$ cat config.mk
export PLATFORM = sky130hd
export DESIGN_NAME = quad_mouse_to_ps2
export DESIGN_NICKNAME = d
export VERILOG_FILES = /design/src/rtl/quad_mouse_to_ps2.sv
export SDC_FILE = /design/constraint.sdc
export NUM_CORES = 1
export LEC_CHECK = 0
export BUFFER_PORTS_ARGS = -buffer_cell sky130_fd_sc_hd__buf_2
export CORE_MARGIN = 3
export CORE_UTILIZATION = 39
export DETAILED_ROUTE_END_ITERATION = 7
export PLACE_DENSITY_LB_ADDON = 0.08
export SYNTH_ARGS = -nofsm -noshare
export SYNTH_HDL_FRONTEND = slang
export SYNTH_SLANG_ARGS = --single-unit
export TNS_END_PERCENT = 5
$ cat constraint.sdc
create_clock -name clk -period 8.8 [get_ports clk]
set_input_delay 1.32 -clock clk [delete_from_list [all_inputs] [get_ports clk]]
set_output_delay 1.32 -clock clk [all_outputs]
set_load 0.03 [all_outputs]
$ cat src/rtl/quad_mouse_to_ps2.sv
// Atari ST-style quadrature mouse to 25-bit PS/2 mouse packet converter.
// Optional build macro QUAD_GLITCH_FILTER_EN adds a 3-sample majority filter on the phase inputs.
module quad_mouse_to_ps2 #(
    parameter int unsigned REPORT_DIV = 4096,
    parameter int unsigned STEP       = 1
) (
    input  logic        clk,
    input  logic        reset_n,
    input  logic        ce,
    input  logic [1:0]  xin,
    input  logic [1:0]  yin,
    input  logic        button_l,
    input  logic        button_r,
    input  logic        button_m,
    output logic [24:0] ps2_mouse,
    output logic        quad_error
);

    localparam int unsigned TW = $clog2(REPORT_DIV);
    localparam logic [TW-1:0] TIMER_MAX = TW'(REPORT_DIV - 1);
    localparam logic signed [10:0] STEP_S  = 11'(STEP);
    localparam logic signed [10:0] ACC_MAX = 11'sd255;
    localparam logic signed [10:0] ACC_MIN = -11'sd256;

    typedef enum logic [1:0] {StepNone, StepPos, StepNeg, StepBad} step_e;

    function automatic step_e decode(input logic [1:0] p, input logic [1:0] c);
        step_e s;
        case ({p, c})
            4'b0001, 4'b0111, 4'b1110, 4'b1000: s = StepNeg;
            4'b0010, 4'b1011, 4'b1101, 4'b0100: s = StepPos;
            4'b0011, 4'b1100, 4'b0110, 4'b1001: s = StepBad;
            default:                            s = StepNone;
        endcase
        return s;
    endfunction

    // Returns {overflow, next accumulator}; the result is clamped to -256..+255.
    function automatic logic [10:0] accumulate(input logic [9:0] acc, input step_e s);
        logic signed [10:0] sum;
        logic               ovf;
        sum = {acc[9], acc};
        ovf = 1'b0;
        case (s)
            StepPos: sum = sum + STEP_S;
            StepNeg: sum = sum - STEP_S;
            default: sum = sum;
        endcase
        if (sum > ACC_MAX) begin
            sum = ACC_MAX;
            ovf = 1'b1;
        end else if (sum < ACC_MIN) begin
            sum = ACC_MIN;
            ovf = 1'b1;
        end
        return {ovf, sum[9:0]};
    endfunction

    logic [6:0]    raw;
    logic [6:0]    sync1_q, sync2_q;
    logic [3:0]    phase;
    logic [1:0]    px_q, py_q;
    logic [TW-1:0] timer_q, timer_d;
    logic [9:0]    x_acc_q, x_acc_d, y_acc_q, y_acc_d;
    logic [9:0]    x_base, y_base;
    logic          x_ov_q, x_ov_d, y_ov_q, y_ov_d;
    logic          x_ovf_step, y_ovf_step;
    logic [2:0]    btn_sync;
    logic [2:0]    btn_prev_q, btn_prev_d;
    logic          err_q, err_d;
    logic          emit_q, emit_d;
    logic [23:0]   pkt_q, pkt_d;
    logic [24:0]   ps2_q, ps2_d;
    logic          wrap;
    step_e         x_step, y_step;

    assign raw      = {button_m, button_r, button_l, yin, xin};
    assign btn_sync = sync2_q[6:4];

`ifdef QUAD_GLITCH_FILTER_EN
    logic [3:0] f0_q, f1_q, f2_q;

    always_ff @(posedge clk) begin
        if (!reset_n) begin
            f0_q <= raw[3:0];
            f1_q <= raw[3:0];
            f2_q <= raw[3:0];
        end else if (ce) begin
            f0_q <= sync2_q[3:0];
            f1_q <= f0_q;
            f2_q <= f1_q;
        end
    end

    assign phase = (f0_q & f1_q) | (f0_q & f2_q) | (f1_q & f2_q);
`else
    assign phase = sync2_q[3:0];
`endif

    always_comb begin
        x_step     = ce ? decode(px_q, phase[1:0]) : StepNone;
        y_step     = ce ? decode(py_q, phase[3:2]) : StepNone;
        wrap       = ce && (timer_q == TIMER_MAX);
        timer_d    = timer_q;
        if (ce) begin
            timer_d = wrap ? '0 : timer_q + 1'b1;
        end

        // A step decoded in the wrap cycle seeds the next report rather than this one.
        x_base = wrap ? '0 : x_acc_q;
        y_base = wrap ? '0 : y_acc_q;
        {x_ovf_step, x_acc_d} = accumulate(x_base, x_step);
        {y_ovf_step, y_acc_d} = accumulate(y_base, y_step);
        x_ov_d = (x_ov_q & ~wrap) | x_ovf_step;
        y_ov_d = (y_ov_q & ~wrap) | y_ovf_step;

        err_d = err_q | (x_step == StepBad) | (y_step == StepBad);

        emit_d = wrap && ((x_acc_q != '0) || (y_acc_q != '0) || x_ov_q || y_ov_q ||
                          (btn_sync != btn_prev_q));
        pkt_d = emit_d ? {y_acc_q[7:0], x_acc_q[7:0], y_ov_q, x_ov_q, y_acc_q[8], x_acc_q[8],
                          1'b1, ~btn_sync[2], ~btn_sync[1], ~btn_sync[0]}
                       : pkt_q;
        btn_prev_d = wrap ? btn_sync : btn_prev_q;
        ps2_d      = emit_q ? {~ps2_q[24], pkt_q} : ps2_q;
    end

    always_ff @(posedge clk) begin
        if (!reset_n) begin
            // Loading from the raw pins keeps the first decode after reset step-free.
            sync1_q    <= raw;
            sync2_q    <= raw;
            px_q       <= raw[1:0];
            py_q       <= raw[3:2];
            timer_q    <= '0;
            x_acc_q    <= '0;
            y_acc_q    <= '0;
            x_ov_q     <= 1'b0;
            y_ov_q     <= 1'b0;
            btn_prev_q <= 3'b111;
            err_q      <= 1'b0;
            emit_q     <= 1'b0;
            pkt_q      <= '0;
            ps2_q      <= '0;
        end else begin
            sync1_q <= raw;
            sync2_q <= sync1_q;
            if (ce) begin
                px_q <= phase[1:0];
                py_q <= phase[3:2];
            end
            timer_q    <= timer_d;
            x_acc_q    <= x_acc_d;
            y_acc_q    <= y_acc_d;
            x_ov_q     <= x_ov_d;
            y_ov_q     <= y_ov_d;
            btn_prev_q <= btn_prev_d;
            err_q      <= err_d;
            emit_q     <= emit_d;
            pkt_q      <= pkt_d;
            ps2_q      <= ps2_d;
        end
    end

    assign ps2_mouse  = ps2_q;
    assign quad_error = err_q;

endmodule

==> out/qor.yml <==
run_status:
  status: "complete, no violations"
drt:
  drt_wl_total_mm: 14.74
  num_vias: 4872
  routedWlPerCell_um: 17.02
  via_per_inst: 5.626
  drt_drc_violations_left: 0
  drt_iter0_markers: 316
  dr.pass1.iters: 4
  ant_nets: 0
power:
  seq_power_share_pct: 42.2
  p_int_uw: 961.8
  p_switching_uw: 544.0
  vdd_drop_max_uv: 125.8
  p_per_area_nw_per_um2: 233.6
  p_comb_share_pct: 29.7
  p_leak_nw: 2.640
  clkPwrFrac_pct: 28.1
  swShare_pct: 36.13
die:
  start_util_pct: 40.25
  die_h_um: 129.2
  die_x_um: 129.2
  ioPinCount: 36
  core-area_um2: 14700
  std_cell_rows: 44
  dieArea_um2: 16680
yosys:
  synth_cell_type_count: 81
  synthesis.area_um2: 5916
  syn_inst: 680
  synth-seq-cells: 106
  synth_nets: 705
  synthMuxAreaShare_pct: 9.581
  synth.avg_cell_area_um2: 8.700
  synthXorXnorAreaFrac_pct: 6.662
  synth-simple-area-share_pct: 19.42
  synth-main-ff-cell: "dfxtp_1"
  synth_compound_area_share_pct: 18.59
  synth_top_family_by_area: "simple AND/OR/NAND/NOR gates"
  synth_edf_count: 4
  synthAdderAreaFrac_pct: 3.596
  synth_seq_area_share_pct: 36.55
  async_flop_share_pct: 0
  ys_warn_count: 0
timing:
  setup_ws_ns: 3.699
  clock_skew_ns: 0.009533
  tns_ns: 0
  slew_headroom_pct: 38.64
  final.min_clock_period_ns: 5.101
  fmax_mhz: 196.1
  slew_violations: 0
  hold_viol: 0
  setup_viol: 0
  fin_crit_sh_pct: 57.96
  rsz0062_at_grt: "no"
  worstMarginPinSlew_ns: 0.9204
layout:
  final_common_cell: "dfxtp_1"
  layout-drive-gt1-share_pct: 11.44
  mostFrequentLayoutCells: "dfxtp_1 (102), nor2_1 (81), nand2_1 (66)"
  antenna_cells: 0
  final_cells: 866
  synthToLayoutAreaGrowth_pct: 8.989
  final_net_count: 702
clock_tree:
  post_cts_buffers: 0
  ctsResizeCount: 0
  cts_num_sinks: 106
  ctsHoldBuffers: 0
  clockBufferDepth: 2
  clkLatencyLatePin_ns: 0.35
  cts_tree: "done"
  ctsHtreeMaxLevel: 3
  cts_root_buf: "clkbuf_16"
  clk_pin_slew_ns: 0.07
  cts_buffers: 9
grt:
  grt_pass1_vias: 4486
  grt_pass1_wl_mm: 23.72
  grt_busiest_layer: "met2"
  use_met1_pct: 23.52
  antenna_found_initial: 0
  met3_usage_pct: 3.792
  grt_util_all_layers_pct: 17.91
  grtUsageMet2_pct: 29.57
  grt-ovfl-total: 0
  grt_max_degree: 78
worst_setup_path:
  end_kind: "flop"
  reg2regPathDepth: 13
  worstSetupStartpointType: "input pin"
  path_class: "input pin to flop"
  crit_arrival_ns: 5.36
  crit_required_ns: 9.06
  cp_max_fo: 25
placed_design:
  port_buffers: 35
  hpwl_mm: 10.12
  dp_slack_ns: 3.410
  dp_cells: 850
  gp_congestion: 0.8636
run:
  maxCapViolCount: 0
hold_path:
  min_path_cells: 2
  hp-class: "flop to flop"
[path summary, 6_finish.rpt]
kind,start,end,slack (ns)
worst max-delay path,ce,y_acc_q[7]$_SDFF_PN0_,3.70
worst max register to register,timer_q[0]$_SDFFE_PN0P_,y_acc_q[7]$_SDFF_PN0_,4.28
worst min-delay path,sync1_q[0]$_DFF_P_,sync2_q[0]$_DFF_P_,0.43
worst min register to register,sync1_q[0]$_DFF_P_,sync2_q[0]$_DFF_P_,0.43
[worst max-delay path, cell delays in order]
cell,delay [ns]
buf_2,0.19
and4_1,0.43
nand3_2,0.51
and2_1,0.41
fa_1,0.55
maj3_1,0.41
o21ai_0,0.23
a311o_1,0.21
a311o_1,0.22
and2_4,0.20
mux2i_1,0.26
a21boi_2,0.17
a311oi_1,0.25
[cells in the mapped netlist, types with 4 or more instances]
cell | number | area share [%]
a211oi_1 | 5 | 0.63
a21oi_1 | 20 | 1.7
a311o_1 | 4 | 0.68
a31oi_1 | 9 | 0.95
a32o_1 | 4 | 0.68
and2_1 | 8 | 0.85
and3_1 | 10 | 1.1
buf_1 | 4 | 0.25
buf_2 | 16 | 1.4
clkbuf_1 | 32 | 2.0
dfxtp_1 | 102 | 35
edfxtp_1 | 4 | 2.0
ha_1 | 13 | 2.7
inv_1 | 21 | 1.3
mux2_2 | 5 | 0.95
mux2i_1 | 51 | 8.6
nand2_1 | 66 | 4.2
nand2b_1 | 7 | 0.74
nand3_1 | 18 | 1.5
nand3b_1 | 6 | 0.76
nand4_1 | 7 | 0.74
nor2_1 | 81 | 5.1
nor2b_1 | 8 | 0.85
nor3_1 | 4 | 0.34
nor4_1 | 5 | 0.53
o211ai_1 | 6 | 0.76
o21a_1 | 5 | 0.63
o21ai_0 | 21 | 1.8
o21ai_1 | 7 | 0.59
o22ai_1 | 4 | 0.42
o31ai_1 | 15 | 1.9
xnor2_1 | 22 | 3.3
xor2_1 | 18 | 2.7
[state kept, by name (all words and copies together) (netlist names)]
name,count
sync1_q,7
py_q,2
emit_q,1
y_ov_q,1
timer_q,12
ps2_mouse,25
btn_prev_q,3
x_acc_q,10
sync2_q,7
pkt_q,24
x_ov_q,1
quad_error,1
px_q,2
y_acc_q,10
[cell families (layout without fill, tap and decap cells)]
family | after synthesis | in the layout
AND/OR/NAND/NOR | 239 | 239
buffers and inverters | 77 | 79
flip-flops | 106 | 106
AO/OA/AOI/OAI | 144 | 144
adder cells (fa/ha/maj) | 16 | 16
multiplexers | 56 | 56
XOR/XNOR | 42 | 42
[power by group through the flow]
stage / Sequential, mW / Clock [mW] / Combinational [mW]
final: 0.635 / 0.424 / 0.447
after global routing: 0.645 / 0.457 / 0.497
after detailed placement: 0.645 / 0 / 0.443
after floorplan: 0.564 / 0 / 0.407
after global placement: 0.645 / 0 / 0.439
after CTS: 0.634 / 0.439 / 0.445
[routing by layer]
metal  part of all wire, %  wire [um]
met5                     0          0
met4                   1.8        264
met3                   3.2        472
met2                    48       7008
met1                    47       6996
[through the flow]
step / hold slack [ns] / util, % / instance area (um^2) / total power [mW]
floorplan: 0.4032 / - / 5916 / 0.9709
global placement: 0.4152 / 41.73 / 6135 / 1.084
detailed placement: 0.4164 / 41.73 / 6135 / 1.089
CTS: 0.4388 / 43.86 / 6447 / 1.518
global route: 0.4530 / 43.86 / 6447 / 1.600
finish: 0.4340 / 43.86 / 6447 / 1.506
[area by class of cell]
type	instances	area (um^2)
fill	1431	8252
multi-input combinational	497	3436
sequential	106	2162
clock buffer	12	256.5
tap	184	230.2
timing repair buffer	42	227.7
inverter	21	78.83
clock inverter	4	56.30
(Power assumes the default switching activity.)
